## config.mk

```make
export PLATFORM = sky130hd
export DESIGN_NAME = ps2_host_tx
export DESIGN_NICKNAME = d
export VERILOG_FILES = /design/src/rtl/ps2_pkg.sv /design/src/rtl/ps2_line_sync.sv /design/src/rtl/ps2_host_tx.sv
export SDC_FILE = /design/constraint.sdc
export NUM_CORES = 1
export LEC_CHECK = 0
export BUFFER_PORTS_ARGS = -buffer_cell sky130_fd_sc_hd__buf_2
export CAP_MARGIN = 20
export CORE_MARGIN = 5
export CORE_UTILIZATION = 62
export CTS_CLUSTER_DIAMETER = 80
export CTS_CLUSTER_SIZE = 40
export DETAILED_ROUTE_END_ITERATION = 16
export PLACE_DENSITY = 0.95
export SLEW_MARGIN = 20
export SYNTH_ARGS = -nofsm -noshare
export SYNTH_HDL_FRONTEND = slang
export SYNTH_SLANG_ARGS = --single-unit
```

## constraint.sdc

```tcl
create_clock -name clk -period 6.3 [get_ports clk]
set_input_delay 1.26 -clock clk [delete_from_list [all_inputs] [get_ports clk]]
set_output_delay 1.26 -clock clk [all_outputs]
set_load 0.02 [all_outputs]
```

## src/rtl/ps2_pkg.sv

```systemverilog
// ============================================================================
// Module  : ps2_pkg
// Brief   : Shared types and constants for the PS/2 host transmitter.
// Revision: 1.0 - initial release
// ============================================================================
`default_nettype none

package ps2_pkg;

    typedef enum logic [2:0] {
        S_IDLE      = 3'd0,
        S_INHIBIT   = 3'd1,
        S_REQ       = 3'd2,
        S_BITS      = 3'd3,
        S_ACK       = 3'd4,
        S_WAIT_IDLE = 3'd5
    } ps2_tx_state_t;

    localparam int unsigned c_frame_len = 10;

    localparam logic [7:0] CMD_SET_LED = 8'hED;
    localparam logic [7:0] CMD_RESET   = 8'hFF;
    localparam logic [7:0] CMD_ACK     = 8'hFA;

    // Frame is shifted LSB first: 8 data bits, odd parity, stop.
    function automatic logic [c_frame_len-1:0] ps2_build_frame(input logic [7:0] data);
        return {1'b1, ~^data, data};
    endfunction

endpackage

`default_nettype wire

```

## src/rtl/ps2_line_sync.sv

```systemverilog
// ============================================================================
// Module  : ps2_line_sync
// Brief   : Two-flop synchronizer for one raw PS/2 line plus falling-edge detect.
// Revision: 1.0 - initial release
// ============================================================================
`default_nettype none

module ps2_line_sync (
    input  logic clk,
    input  logic clrn,
    input  logic i_line,
    output logic o_level,
    output logic o_fall
);

    logic r_meta;
    logic r_sync;
    logic r_prev;

    // Idle PS/2 lines are high, so reset to 1 to avoid a spurious edge.
    always_ff @(posedge clk or negedge clrn) begin
        if (!clrn) begin
            r_meta <= 1'b1;
            r_sync <= 1'b1;
            r_prev <= 1'b1;
        end else begin
            r_meta <= i_line;
            r_sync <= r_meta;
            r_prev <= r_sync;
        end
    end

    assign o_level = r_sync;
    assign o_fall  = r_prev & ~r_sync;

endmodule

`default_nettype wire

```

## src/rtl/ps2_host_tx.sv

```systemverilog
// ============================================================================
// Module  : ps2_host_tx
// Brief   : PS/2 host-to-device command transmitter (inhibit, request, 8O1 frame,
//           ack check). Optional watchdog enabled by PS2_HOST_TX_TIMEOUT_EN.
// Revision: 1.0 - initial release
// ============================================================================
`default_nettype none

module ps2_host_tx
    import ps2_pkg::*;
#(
    parameter int unsigned CLK_FREQ_HZ = 100_000_000,
    parameter int unsigned INHIBIT_US  = 100,
    parameter int unsigned TIMEOUT_MS  = 15
) (
    input  logic       clk,
    input  logic       clrn,
    input  logic       tx_valid,
    input  logic [7:0] tx_data,
    output logic       tx_ready,
    input  logic       ps2_clk_i,
    input  logic       ps2_data_i,
    output logic       ps2_clk_oe,
    output logic       ps2_data_oe,
    output logic       busy,
    output logic       done,
    output logic       ack_err,
    output logic       timeout_err
);

    localparam int unsigned c_inhibit_cycles = CLK_FREQ_HZ / 1_000_000 * INHIBIT_US;
    localparam int          c_inh_w   = (c_inhibit_cycles > 1) ? $clog2(c_inhibit_cycles) : 1;
    localparam logic [c_inh_w-1:0] c_inh_last = c_inh_w'(c_inhibit_cycles - 1);
    localparam logic [3:0]  c_last_bit = 4'(c_frame_len - 1);

    ps2_tx_state_t            r_state;
    ps2_tx_state_t            w_state_nxt;
    logic [c_frame_len-1:0]   r_frame;
    logic [c_inh_w-1:0]       r_inh_cnt;
    logic [3:0]               r_bit_cnt;
    logic                     r_data_oe;
    logic                     r_done;
    logic                     r_ack_err;

    logic w_clk_lvl;
    logic w_clk_fall;
    logic w_data_lvl;
    logic w_data_fall;
    logic w_unused_data_fall;
    logic w_accept;
    logic w_finish;
    logic w_wd_expire;

    ps2_line_sync u_clk_sync (
        .clk     (clk),
        .clrn    (clrn),
        .i_line  (ps2_clk_i),
        .o_level (w_clk_lvl),
        .o_fall  (w_clk_fall)
    );

    ps2_line_sync u_data_sync (
        .clk     (clk),
        .clrn    (clrn),
        .i_line  (ps2_data_i),
        .o_level (w_data_lvl),
        .o_fall  (w_data_fall)
    );

    assign w_unused_data_fall = w_data_fall;

    assign w_accept = (r_state == S_IDLE) && tx_valid;
    assign w_finish = ((r_state == S_WAIT_IDLE) && w_clk_lvl && w_data_lvl) || w_wd_expire;

    // State register
    always_ff @(posedge clk or negedge clrn) begin
        if (!clrn) begin
            r_state <= S_IDLE;
        end else begin
            r_state <= w_state_nxt;
        end
    end

    // Next-state logic
    always_comb begin
        w_state_nxt = r_state;
        case (r_state)
            S_IDLE:      if (tx_valid)                               w_state_nxt = S_INHIBIT;
            S_INHIBIT:   if (r_inh_cnt == c_inh_last)                w_state_nxt = S_REQ;
            S_REQ:                                                   w_state_nxt = S_BITS;
            S_BITS:      if (w_clk_fall && r_bit_cnt == c_last_bit)  w_state_nxt = S_ACK;
            S_ACK:       if (w_clk_fall)                             w_state_nxt = S_WAIT_IDLE;
            S_WAIT_IDLE: if (w_clk_lvl && w_data_lvl)                w_state_nxt = S_IDLE;
            default:                                                 w_state_nxt = S_IDLE;
        endcase
        if (w_wd_expire) begin
            w_state_nxt = S_IDLE;
        end
    end

    // Outputs: lines are only driven while inhibiting, requesting or shifting.
    always_comb begin
        tx_ready    = 1'b0;
        busy        = 1'b1;
        ps2_clk_oe  = 1'b0;
        ps2_data_oe = 1'b0;
        case (r_state)
            S_IDLE: begin
                tx_ready = 1'b1;
                busy     = 1'b0;
            end
            S_INHIBIT: ps2_clk_oe = 1'b1;
            S_REQ: begin
                ps2_clk_oe  = 1'b1;
                ps2_data_oe = 1'b1;
            end
            S_BITS:  ps2_data_oe = r_data_oe;
            default: ;
        endcase
    end

    // Datapath
    always_ff @(posedge clk or negedge clrn) begin
        if (!clrn) begin
            r_frame   <= '0;
            r_inh_cnt <= '0;
            r_bit_cnt <= '0;
            r_data_oe <= 1'b0;
            r_done    <= 1'b0;
            r_ack_err <= 1'b0;
        end else begin
            r_done <= w_finish;
            case (r_state)
                S_IDLE: begin
                    if (tx_valid) begin
                        r_frame   <= ps2_build_frame(tx_data);
                        r_ack_err <= 1'b0;
                        r_inh_cnt <= '0;
                        r_bit_cnt <= '0;
                    end
                end
                S_INHIBIT: begin
                    r_inh_cnt <= (r_inh_cnt == c_inh_last) ? '0 : r_inh_cnt + 1'b1;
                end
                S_REQ: r_data_oe <= 1'b1;
                S_BITS: begin
                    // Drive the complement: oe=1 pulls the line to 0.
                    if (w_clk_fall) begin
                        r_data_oe <= ~r_frame[r_bit_cnt];
                        r_bit_cnt <= r_bit_cnt + 1'b1;
                    end
                end
                S_ACK: begin
                    if (w_clk_fall) begin
                        r_ack_err <= w_data_lvl;
                    end
                end
                default: ;
            endcase
        end
    end

    assign done    = r_done;
    assign ack_err = r_ack_err;

`ifdef PS2_HOST_TX_TIMEOUT_EN
    localparam longint unsigned c_timeout_cycles =
        longint'(TIMEOUT_MS) * longint'(CLK_FREQ_HZ) / 1000;
    localparam int c_wd_w = (c_timeout_cycles > 1) ? $clog2(c_timeout_cycles) : 1;
    localparam logic [c_wd_w-1:0] c_wd_last = c_wd_w'(c_timeout_cycles - 1);

    logic [c_wd_w-1:0] r_wd_cnt;
    logic              r_timeout_err;
    logic              w_wd_active;

    // Watchdog runs from the end of the request and restarts on every device clock edge.
    assign w_wd_active = (r_state == S_BITS) || (r_state == S_ACK) || (r_state == S_WAIT_IDLE);
    assign w_wd_expire = w_wd_active && (r_wd_cnt == c_wd_last);

    always_ff @(posedge clk or negedge clrn) begin
        if (!clrn) begin
            r_wd_cnt      <= '0;
            r_timeout_err <= 1'b0;
        end else begin
            if (!w_wd_active || w_clk_fall) begin
                r_wd_cnt <= '0;
            end else begin
                r_wd_cnt <= r_wd_cnt + 1'b1;
            end
            if (w_accept) begin
                r_timeout_err <= 1'b0;
            end else if (w_wd_expire) begin
                r_timeout_err <= 1'b1;
            end
        end
    end

    assign timeout_err = r_timeout_err;
`else
    localparam int unsigned c_unused_timeout_ms = TIMEOUT_MS;
    logic w_unused_accept;

    assign w_unused_accept = w_accept;
    assign w_wd_expire     = 1'b0;
    assign timeout_err     = 1'b0;
`endif

endmodule

`default_nettype wire

```

==> results of run 1 <==
power groups by stage:
stage	Clock [uW]	Combinational [uW]	Sequential, uW
2_1_floorplan	0	300	401
3_3_place_gp	0	328	441
3_5_place_dp	0	344	449
4_1_cts	128	347	445
5_1_grt	142	385	461
6_report	128	343	446
registers in the layout, indices dropped and copies added, names as in the netlist:
register	count
ack_err	1
done	1
r_bit_cnt	4
r_data_oe	1
r_frame	10
r_inh_cnt	14
r_state	3
u_clk_sync.o_level	1
u_clk_sync.r_meta	1
u_clk_sync.r_prev	1
u_data_sync.o_level	1
u_data_sync.r_meta	1
placed cells by master (no fill, tap or decap), drive strengths merged, types with 2 or more instances in the layout:
cell / instances
a21oi: 12
a2bb2oi: 2
a31oi: 5
and2: 3
and3: 3
buf: 18
clkbuf: 6
dfrtp: 34
dfstp: 5
ha: 3
inv: 9
mux2: 8
mux2i: 4
mux4: 2
nand2: 13
nand2b: 3
nand3: 10
nand4: 5
nor2: 13
nor2b: 2
nor3: 5
nor3b: 2
nor4: 3
o21ai: 7
o31ai: 2
or3: 2
or4: 3
xnor2: 12
xor2: 3
cell type report:
class / instances / area [um^2] / area share (%)
clock buffer: 6 / 41.3 / 1.89
clock inverter: 2 / 12.5 / 0.572
inverter: 9 / 33.8 / 1.54
multi-input combinational: 142 / 973 / 44.5
sequential: 39 / 982 / 44.9
tap: 44 / 55.1 / 2.52
timing repair buffer: 18 / 90.1 / 4.12
per-layer routing:
| metal | vias to the layer above | global-route usage [%] | routed length [um] |
|---|---|---|---|
| met5 | - | 0 | 0 |
| met4 | 0 | 13.7 | 80 |
| met3 | 8 | 5.16 | 206 |
| met2 | 37 | 32.8 | 1900 |
| met1 | 748 | 23.8 | 1770 |
| li1 | 746 | - | - |
worst register-to-register path: cells and delay by family (launching register included):
kind,cells,cell delay (ns)
AO/OA/AOI/OAI,1,0.14
AND/OR/NAND/NOR,2,1.15
flip-flops,1,0.44
multiplexers,1,0.40
through the flow:
step | power (uW) | setup WS, ns | cells | cell area, um^2 | hold slack, ns
finish | 917 | 3.51 | 260 | 2190 | 0.363
global route | 989 | 3.37 | 260 | 2190 | 0.375
CTS | 920 | 3.51 | 260 | 2190 | 0.364
detailed placement | 793 | 3.76 | 252 | 2130 | 0.347
global placement | 769 | 3.90 | 252 | 2130 | 0.345
floorplan | 701 | 3.63 | 200 | 2030 | 0.345
how the worst max path moves through the flow:
stage	startpoint	to	slack, ns	cells after the start
after global routing	r_state[0]$_DFFE_PN0P_	busy	3.37	3
after global placement	tx_valid	r_inh_cnt[13]$_DFFE_PN0P_	3.90	5
final	r_state[0]$_DFFE_PN0P_	busy	3.51	3
after CTS	r_state[0]$_DFFE_PN0P_	busy	3.51	3
after floorplan	r_state[1]$_DFFE_PN0P_	busy	3.63	3
after detailed placement	tx_valid	r_inh_cnt[13]$_DFFE_PN0P_	3.76	5
logic make-up (layout without fill, tap and decap cells):
logic type | after synthesis | count (layout)
and+or+nand+nor | 73 | 73
DFF | 39 | 39
AOI/OAI and AO/OA | 36 | 36
buffers and inverters | 19 | 35
xor gates and xnor gates | 15 | 15
muxes | 14 | 14
adders and majority gates | 3 | 3
other | 1 | 1
cell usage after synthesis, drive strengths merged (2+ instances only):
| cell | n | share of area [%] |
|---|---|---|
| dfrtp | 34 | 42 |
| nand2 | 13 | 2.4 |
| nor2 | 13 | 2.4 |
| a21oi | 12 | 3.0 |
| xnor2 | 12 | 5.2 |
| nand3 | 10 | 2.5 |
| inv | 9 | 1.7 |
| mux2 | 8 | 4.4 |
| o21ai | 7 | 1.7 |
| clkbuf | 6 | 1.1 |
| a31oi | 5 | 1.5 |
| dfstp | 5 | 6.5 |
| nand4 | 5 | 1.5 |
| nor3 | 5 | 1.2 |
| buf | 4 | 0.99 |
| mux2i | 4 | 2.2 |
| and2 | 3 | 0.92 |
| and3 | 3 | 0.92 |
| ha | 3 | 1.8 |
| nand2b | 3 | 0.92 |
| nor4 | 3 | 0.92 |
| or4 | 3 | 1.3 |
| xor2 | 3 | 1.3 |
| a2bb2oi | 2 | 0.86 |
| mux4 | 2 | 2.2 |
| nor2b | 2 | 0.62 |
| nor3b | 2 | 0.74 |
| o31ai | 2 | 0.74 |
| or3 | 2 | 0.62 |
==> flow_summary.yaml, run 1 <==
status:
  status: "finished, final reports clean"
worst_setup_path:
  cp_num_buf_inv: 2
  cp_data_arrival_time_ns: 1.53
  r2r_start: "r_inh_cnt[7]$_DFFE_PN0P_"
  worst-r2r-setup-slack_ns: 4.04
  slowest_stage: "dfrtp_1"
  reg2reg_depth: 4
  critPathTopFamily: "flip-flops"
  required_ns: 5.04
  end_kind: "output pin"
  startpoint_type: "flop"
  critical-path-max-stage-delay_ns: 0.57
  cp_max_fo: 16
  r2r-end: "r_inh_cnt[3]$_DFFE_PN0P_"
  critPathKind: "flop to output pin"
  path_cells: "nor3_1, inv_1, buf_2"
cts:
  cts_buffers: 5
  cts_tree: "yes"
  cts.htree.levels: 2
  ctsHoldBuffers: 0
  path_clk_slew_ns: 0.11
  cts_resized: 0
  insertion_delay_ns: 0.36
  clkSinkCount: 39
  clk_path_buf_depth: 2
  cts_setup_buffers: 0
  cts-root-buf: "clkbuf_4"
routing:
  via_per_inst: 5.92
  first_iter_violations: 183
  vias: 1539
  postRouteAntennaNets: 0
  routed_wl_um: 3950
  drt-pass1-iter-count: 4
  drc_errors: 0
  routedWlPerCell_um: 15.2
layout:
  final_core_util_pct: 70.5
  n_antenna_cell: 0
  nets: 231
  drive_gt1_share_pct: 20.4
  fillers: 261
  synthToLayoutAreaGrowth_pct: 7.70
grt:
  track_usage_pct: 20.3
  antenna_found_initial: 0
  grt_overflow_total: 0
  grt_pass1_wl_um: 6760
  grt_pass1_vias: 1525
  grt_max_degree: 40
synthesis:
  synthArstFlopShare_pct: 100
  synth_area_um2: 2030
  synth_edf_count: 0
  synth_ff_type: "dfrtp_1"
  synth-simple-area-share_pct: 19.5
  synth_top_family_by_area: "simple AND/OR/NAND/NOR gates"
  syn-num-nets: 216
  avgSynthCellArea_um2: 10.2
  synth-seq-cells: 39
  yosysWarningCount: 0
  yosysSeqAreaShare_pct: 48.3
  synth_mux_area_share_pct: 8.81
  synth_cell_type_count: 48
  synthAdderAreaFrac_pct: 1.85
  syn_inst: 200
  synthXorXnorAreaFrac_pct: 6.47
  synth_compound_area_share_pct: 11.1
power_and_ir_drop:
  pwr-share-clk_pct: 13.9
  leakage_uw: 0.000919
  power.switching_uw: 373
  combPwrFrac_pct: 37.4
  p_int_uw: 544
  p_sw_share_pct: 40.7
  power_frac_seq_pct: 48.7
  ir_drop_v: 0.000272
  powerDensity_nw_per_um2: 419
sta:
  slew-limit-headroom_pct: 44.1
  rsz0062_at_grt: "false"
  fin_setup_tns_ns: 0
  fin_crit_ns: 2.79
  finClkSkew_ns: 0.00858
  drv_slew: 0
  finalSetupViolCount: 0
  finalCritPeriodShare_pct: 44.3
  fmax_ghz: 0.359
  hold_viol_final: 0
  worst_pin_slew_ns: 0.838
floorplan:
  rows: 20
  die_h_um: 67.3
  fp.dieArea_um2: 4520
  die_w_um: 67.3
  start_util_pct: 65.5
  pin_count: 20
  core-area_um2: 3100
worst_hold_path:
  hold_start: "u_clk_sync.r_meta$_DFF_PN1_"
  hold_depth: 0
  hp-class: "flop to flop"
  holdPathEnd: "u_clk_sync.o_level$_DFF_PN1_"
place:
  numPortBuffers: 18
  globalplace.congestion: 0.837
  dpl.hpwl_um: 2780
run:
  maxCapViolations: 0
Power figures use the tool's default switching activity.
==> run 2: changes to the inputs <==
CORE_UTILIZATION = 52   (was 62)
PLACE_DENSITY = 0.86   (was 0.95)
clock period = 2.35 ns   (was 6.3 ns; I/O delays follow)
==> flow_summary.yaml, run 2 (same netlist as run 1, synthesis figures left out) <==
status:
  status: "finished, final reports clean"
cts:
  clkSinkCount: 39
  cts_resized: 0
  clk_path_buf_depth: 2
  cts.htree.levels: 2
  cts_tree: "yes"
  cts_setup_buffers: 0
  path_clk_slew_ns: 0.08
  insertion_delay_ns: 0.29
  cts-root-buf: "clkbuf_8"
  ctsHoldBuffers: 0
  cts_buffers: 5
sta:
  finClkSkew_ns: 0.0118
  fmax_ghz: 0.452
  fin_crit_ns: 2.21
  finalCritPeriodShare_pct: 94.2
  worst_pin_slew_ns: 0.851
  finalSetupViolCount: 0
  rsz0062_at_grt: "false"
  hold_viol_final: 0
  fin_setup_tns_ns: 0
  slew-limit-headroom_pct: 43.3
  drv_slew: 0
  layout_setup_ws_ns: 0.137
worst_setup_path:
  critical-path-max-stage-delay_ns: 0.64
  cp_num_buf_inv: 0
  r2r_start: "r_inh_cnt[7]$_DFFE_PN0P_"
  r2r-end: "r_inh_cnt[5]$_DFFE_PN0P_"
  slowest_stage: "or4_4"
  startpoint_type: "flop"
  critPathTopFamily: "simple AND/OR/NAND/NOR gates"
  required_ns: 2.50
  cp_max_fo: 12
  worst-r2r-setup-slack_ns: 0.14
  end_kind: "flop"
  path_cells: "or4b_1, or4_4, mux2i_2, a21oi_1"
  critPathKind: "flop to flop"
  reg2reg_depth: 4
  cp_data_arrival_time_ns: 2.36
run:
  maxCapViolations: 0
grt:
  grt_pass1_vias: 1529
  grt_overflow_total: 0
  grt_max_degree: 40
  grt_pass1_wl_um: 6860
  antenna_found_initial: 0
  track_usage_pct: 16.4
layout:
  largest_reg_flops: 14
  reg_top3: "r_inh_cnt: 14 flops, r_frame: 10 flops, r_bit_cnt: 4 flops"
  n_antenna_cell: 0
  register_area_um2: 982
  final_core_util_pct: 61.0
  multiInputGateArea_um2: 973
  fillers: 316
  top_register: "r_inh_cnt"
  synthToLayoutAreaGrowth_pct: 11.6
  drive_gt1_share_pct: 23.0
  final_cell_mix: "dfrtp_1, buf_2, nor2_1, nand2_1"
  final_common_cell: "dfrtp_1"
  nets: 237
place:
  dp_worst_setup_slack_ns: 0.152
  dpl.hpwl_um: 2820
  globalplace.congestion: 0.842
  numPortBuffers: 18
power_and_ir_drop:
  ir_drop_v: 0.000586
  pwr-share-clk_pct: 16.5
  powerDensity_nw_per_um2: 1140
  p_sw_share_pct: 38.4
  power_frac_seq_pct: 44.4
  combPwrFrac_pct: 39.0
  p_int_uw: 1590
  leakage_uw: 0.000967
  power.switching_uw: 992
routing:
  routed_wl_um: 3880
  drt-pass1-iter-count: 4
  postRouteAntennaNets: 0
  first_iter_violations: 177
  vias: 1528
  drc_errors: 0
  via_per_inst: 5.66
  routedWlPerCell_um: 14.4
worst_hold_path:
  holdPathEnd: "u_data_sync.r_meta$_DFF_PN1_"
  hold_depth: 1
  hold_start: "ps2_data_i"
  hp-class: "primary input to flop"
floorplan:
  start_util_pct: 54.7
  core-area_um2: 3720
  fp.dieArea_um2: 5260
  rows: 22
  die_h_um: 72.5
  die_w_um: 72.5
  pin_count: 20
run 2: stage by stage:
step	cell area, um^2	total power, uW	hold WS, ns	cells
global route	2270	2790	0.264	270
detailed placement	2180	2170	0.349	262
floorplan	2030	1880	0.174	200
finish	2270	2580	0.276	270
global placement	2180	2120	0.346	262
CTS	2270	2600	0.271	270
run 2: routing by layer:
metal  vias to the layer above  wire, um  track usage (%)
li1                        757         -                -
met1                       725      1780             21.8
met2                        44      1860             27.2
met3                         2       212             3.32
met4                         0        27             4.30
met5                         -         0                0
run 2: cell type report:
cell class | count | area share (%)
Sequential cell | 39 | 43.3
Multi-Input combinational cell | 142 | 42.9
Timing Repair Buffer | 24 | 5.96
Clock buffer | 5 | 3.03
Tap cell | 48 | 2.65
Inverter | 9 | 1.49
Clock inverter | 3 | 0.662
run 2: how the worst max path moves through the flow:
| stage | end | depth (start not counted) | start |
|---|---|---|---|
| finish | r_inh_cnt[5]$_DFFE_PN0P_ | 4 | r_inh_cnt[7]$_DFFE_PN0P_ |
| global placement | r_state[0]$_DFFE_PN0P_ | 4 | r_inh_cnt[7]$_DFFE_PN0P_ |
| floorplan | r_state[0]$_DFFE_PN0P_ | 4 | r_inh_cnt[7]$_DFFE_PN0P_ |
| CTS | r_inh_cnt[5]$_DFFE_PN0P_ | 4 | r_inh_cnt[7]$_DFFE_PN0P_ |
| global route | r_inh_cnt[6]$_DFFE_PN0P_ | 4 | r_inh_cnt[7]$_DFFE_PN0P_ |
| detailed placement | r_inh_cnt[5]$_DFFE_PN0P_ | 4 | r_inh_cnt[7]$_DFFE_PN0P_ |
run 2: power groups by stage:
| stage | logic [uW] | clock network, uW | registers (uW) |
|---|---|---|---|
| 2_1_floorplan | 805 | 0 | 1070 |
| 3_3_place_gp | 978 | 0 | 1140 |
| 3_5_place_dp | 1010 | 0 | 1160 |
| 4_1_cts | 1020 | 439 | 1140 |
| 5_1_grt | 1130 | 472 | 1180 |
| 6_report | 1010 | 427 | 1150 |
